[src/rtl/fetch_unit.sv]
// fetch_unit: instruction-fetch FSM driving a synchronous RAM and presenting each
// fetched word downstream through a single-entry valid/ready holding register.
module fetch_unit #(
  parameter int ADDR_WIDTH = 28,
  parameter int DATA_WIDTH = 32,
  parameter logic [ADDR_WIDTH-1:0] RESET_PC = 'h100,
  parameter int PC_STEP = 2
) (
  input  logic                  clk,
  input  logic                  rst_n,
  input  logic                  start,
  output logic [ADDR_WIDTH-1:0] mem_addr,
  output logic                  mem_cs,
  output logic                  mem_we,
  output logic                  mem_oe,
  input  logic [DATA_WIDTH-1:0] mem_rdata,
  output logic [DATA_WIDTH-1:0] ir_data,
  output logic [ADDR_WIDTH-1:0] ir_pc,
  output logic                  ir_valid,
  input  logic                  ir_ready,
  input  logic                  redirect_valid,
  input  logic [ADDR_WIDTH-1:0] redirect_pc,
  output logic                  busy
);
  typedef enum logic [1:0] {IDLE, ISSUE, WAIT, HOLD} state_t;
  state_t state, state_d;
  logic [ADDR_WIDTH-1:0] pc, pc_d;
  logic cap;
  assign mem_we = 1'b0;
  assign busy = (state == ISSUE) || (state == WAIT);
  always_comb begin
    state_d = state;
    pc_d = pc;
    cap = 1'b0;
    if (redirect_valid) begin
      pc_d = redirect_pc;
      state_d = start ? ISSUE : IDLE;
    end else begin
      case (state)
        IDLE: state_d = start ? ISSUE : IDLE;
        ISSUE: state_d = WAIT;
        WAIT: begin
          state_d = HOLD;
          pc_d = pc + ADDR_WIDTH'(PC_STEP);
          cap = 1'b1;
        end
        default: state_d = ir_ready ? (start ? ISSUE : IDLE) : HOLD;
      endcase
    end
  end
  // Outputs are registered off the next state so they line up with the state they describe.
  always_ff @(posedge clk or negedge rst_n) begin
    if (!rst_n) begin
      state <= IDLE;
      pc <= RESET_PC;
      mem_addr <= '0;
      mem_cs <= 1'b0;
      mem_oe <= 1'b0;
      ir_data <= '0;
      ir_pc <= '0;
      ir_valid <= 1'b0;
    end else begin
      state <= state_d;
      pc <= pc_d;
      mem_addr <= (state_d == ISSUE) ? pc_d : mem_addr;
      mem_cs <= (state_d == ISSUE) || (state_d == WAIT);
      mem_oe <= (state_d == ISSUE) || (state_d == WAIT);
      ir_valid <= (state_d == HOLD);
      ir_data <= cap ? mem_rdata : ir_data;
      ir_pc <= cap ? pc : ir_pc;
    end
  end
endmodule

[config.mk]
export PLATFORM = sky130hd
export DESIGN_NAME = fetch_unit
export DESIGN_NICKNAME = d
export VERILOG_FILES = /design/src/rtl/fetch_unit.sv
export SDC_FILE = /design/constraint.sdc
export NUM_CORES = 1
export LEC_CHECK = 0
export BUFFER_PORTS_ARGS = -buffer_cell sky130_fd_sc_hd__buf_4
export CAP_MARGIN = 10
export CORE_MARGIN = 1.5
export CORE_UTILIZATION = 35
export CTS_CLUSTER_DIAMETER = 30
export DETAILED_ROUTE_END_ITERATION = 6
export PLACE_DENSITY = 0.68
export SLEW_MARGIN = 20
export SYNTH_ARGS = -nofsm -noshare
export SYNTH_HDL_FRONTEND = slang
export SYNTH_SLANG_ARGS = --single-unit
[constraint.sdc]
create_clock -name clk -period 2.5 [get_ports clk]
set_input_delay 0.125 -clock clk [delete_from_list [all_inputs] [get_ports clk]]
set_output_delay 0.125 -clock clk [all_outputs]
set_load 0.02 [all_outputs]
==> results.cfg <==
[outcome]
status = finished, final reports clean

[worst_setup_path]
worstSetupPathType = flip-flop to flip-flop
r2r-start = state[0]
r2r_cells = 8
critPathBufInv = 2
timing.rr.end = mem_addr[19]
path_depth = 8
crit_path_max_incr_delay_ps = 490
critical-path-top-delay-family = simple AND/OR/NAND/NOR gates
slowest_stage = nor4_1
r2r_setup_slack_ps = 190
path_cells = inv_1 > ha_1 > buf_4 > nand4_1 > nor4_1 > a311oi_1 > nand3b_1 > mux2_2
required_ps = 2790
critPathLaunch = state[0]
crit_path_end = mem_addr[19]
startpoint_type = flip-flop
crit_fanout = 6
end_kind = flip-flop
worst_ep_arrival_time_ps = 2600

[grt]
grt_antenna_before_repair = 0
grt_max_degree = 58
grt_pass1_vias = 4247
overflow = 0
grt_pass1_wl_um = 22140
grt_util_all_layers_pct = 17.94

[pwr]
switching_power_uw = 3298
irDropWorstVdd_mv = 0.7828
power_density_nw_per_um2 = 1213
p_leak_uw = 0.003513
sequentialPowerShare_pct = 34.6
clkPwrFrac_pct = 23.1
switching_share_pct = 35.21
intPower_uw = 6069
p_comb_share_pct = 42.3

[min_path]
min-delay-start = redirect_pc[9]
holdCritPathClass = primary input to flip-flop

[sta]
max_freq_mhz = 432.6
fin_crit_sh_pct = 92.46
setup_tns_ps = 0
hold_violations = 0
skew_ps = 7.166
slew_violations = 0
rsz0062_at_grt = false
setup_viol = 0
layout_min_cycle_time_ps = 2312
tightest_slew_ps = 718.8
relSlewSlack_pct = 51.64

[drt]
drcViolationCount = 0
drt_first_pass_iters = 4
wl_um = 13790
vias = 4066
via_per_inst = 4.840
wl_per_cell_um = 16.42
drtIter0Drc = 267
ant_nets = 0

[clock_tree]
cts_tree = done
cts_root_buf = clkbuf_16
cts_resized = 0
cts_sinks = 120
postCtsSetupRepairBufs = 0
htreeDepth = 4
clock_latency_ps = 400
clk_pin_slew_worst_paths_ps = 50
clockBufferDepth = 2
cts_buffers = 17

[die]
core_um2 = 14590
die_y_um = 125.3
start_util_pct = 35.89
fp.dieW_um = 125.3
dieArea_um2 = 15700
placementRows = 44
io_pins = 158

[layout]
fillerInstances = 1304
final_nets = 715
drive_above_1_share_pct = 43.75
final_cell_count_no_fill = 840
n_antenna_cell = 0
areaGrowthSynthToFinish_pct = 47.43

[yosys]
synth_nets = 499
ys_seq_area_share_pct = 57.37
yosysTopAreaCellShare_pct = 56.87
ys_seq_elements = 120
async_reset_ff_share_pct = 100.0
synth_top_area_cell = dfrtp_1
synth_ff_type = dfrtp_1
synth-edff-count = 0
yosys.cell_types.count = 39
yosysWarningCount = 0
syn_inst = 428
syn-cell-area_um2 = 5236
syn_area_per_cell_um2 = 12.23
synthTopCellsByArea = dfrtp_1 57%, mux2_2 18%, xnor2_1 2.8%

[run]
maxCapViolCount = 0

[place]
dp_hpwl_um = 9443
gp_congestion = 0.7823
dp_cells = 750
port_buffers = 156
what timing repair did:
item	4_1_cts	5_1_grt
endpoints found under the hold margin	92	0
setup endpoints to repair	0	0
hold buffers	59	0
cell usage after synthesis, types with 3 or more instances:
master,n
a21oi_1,17
a31o_2,8
a31oi_1,3
and3_1,4
buf_1,5
buf_6,3
clkbuf_1,16
dfrtp_1,119
ha_1,6
inv_1,13
mux2_2,83
nand2_1,30
nand3_1,11
nand4_1,10
nor2_1,26
nor2b_1,4
nor3_1,3
nor4_1,4
o21ai_0,16
xnor2_1,17
xor2_1,7
metal layers:
metal	vias up	GRT usage, %	share of wire (%)
li1	1917	-	-
met1	2021	23.73	45
met2	114	28.74	48
met3	14	5.520	5.0
met4	0	4.813	1.5
met5	-	0	0
metrics by stage:
step | cell area [µm²] | hold slack, ps | power [µW] | utilization, % | setup WS [ps]
finish | 7720 | 59.26 | 9366 | 52.92 | 188.4
global route | 7720 | 34.00 | 9870 | 52.92 | 44.40
CTS | 7720 | 2.616 | 9469 | 52.92 | 236.2
detailed placement | 6608 | 112.9 | 7192 | 45.29 | 258.8
global placement | 6608 | 105.4 | 7088 | 45.29 | 356.7
floorplan | 5236 | -170.6 | 5440 | - | 3.205
worst min-delay path by stage:
stage,endpoint,cells after the start,slack (ps)
detailed placement,mem_addr[16],1,110
floorplan,ir_data[0],0,-170
CTS,pc[9],3,3
global placement,mem_addr[20],1,110
global route,pc[9],3,30
finish,pc[9],3,60
power by group through the flow:
stage	clock network, µW	registers [µW]	logic, µW
2_1_floorplan	0	4070	1370
3_3_place_gp	0	3250	3840
3_5_place_dp	0	3280	3910
4_1_cts	2210	3260	4000
5_1_grt	2300	3360	4210
6_report	2160	3240	3960
cell families (layout without fill, tap and decap cells):
family          after synthesis  in the layout  synth area share, %
flops                       120            120                57.37
simple gates                102            102                9.534
buf+inv                      40            268                3.465
other cells                   1              1              0.07162
fa+ha+maj                     6              6                1.434
xor+xnor                     24             24                4.014
compound gates               50             50                5.783
mux                          85             85                18.33
flip-flops by register name (all words and copies together) (netlist names):
signal and flops:
ir_data 32, ir_pc 28, mem_addr 28, pc 28
state 2, ir_valid 1, mem_oe 1
area by class of cell:
| cell class | instances | area [µm²] | area share (%) |
|---|---|---|---|
| clock inverters | 3 | 15.01 | 0.1945 |
| clock buffers | 28 | 506.7 | 6.564 |
| multi-input cells | 268 | 2061 | 26.69 |
| flip-flops and latches | 120 | 3004 | 38.91 |
| well taps | 184 | 230.2 | 2.982 |
| repair buffers | 224 | 1854 | 24.02 |
| inverters | 13 | 48.80 | 0.6321 |
layout by cell type, fill, tap and decap left out, types with 5 or more instances in the layout:
master	n
a21oi_1	17
xor2_1	7
inv_1	13
a31o_2	8
nand3_1	11
clkbuf_16	17
nor2_1	26
clkbuf_1	7
dlygate4sd3_1	59
nand4_1	10
dfrtp_1	119
nand2_1	30
o21ai_0	16
xnor2_1	17
buf_4	163
mux2_2	83
ha_1	5
worst register-to-register path, cell delays in order, from the launching register on:
cell and delay, ps:
dfrtp_1 380, inv_1 90, ha_1 220, buf_4 170
nand4_1 210, nor4_1 490, a311oi_1 180, nand3b_1 200
mux2_2 270
Note: power is estimated with default switching activity, not from simulation.
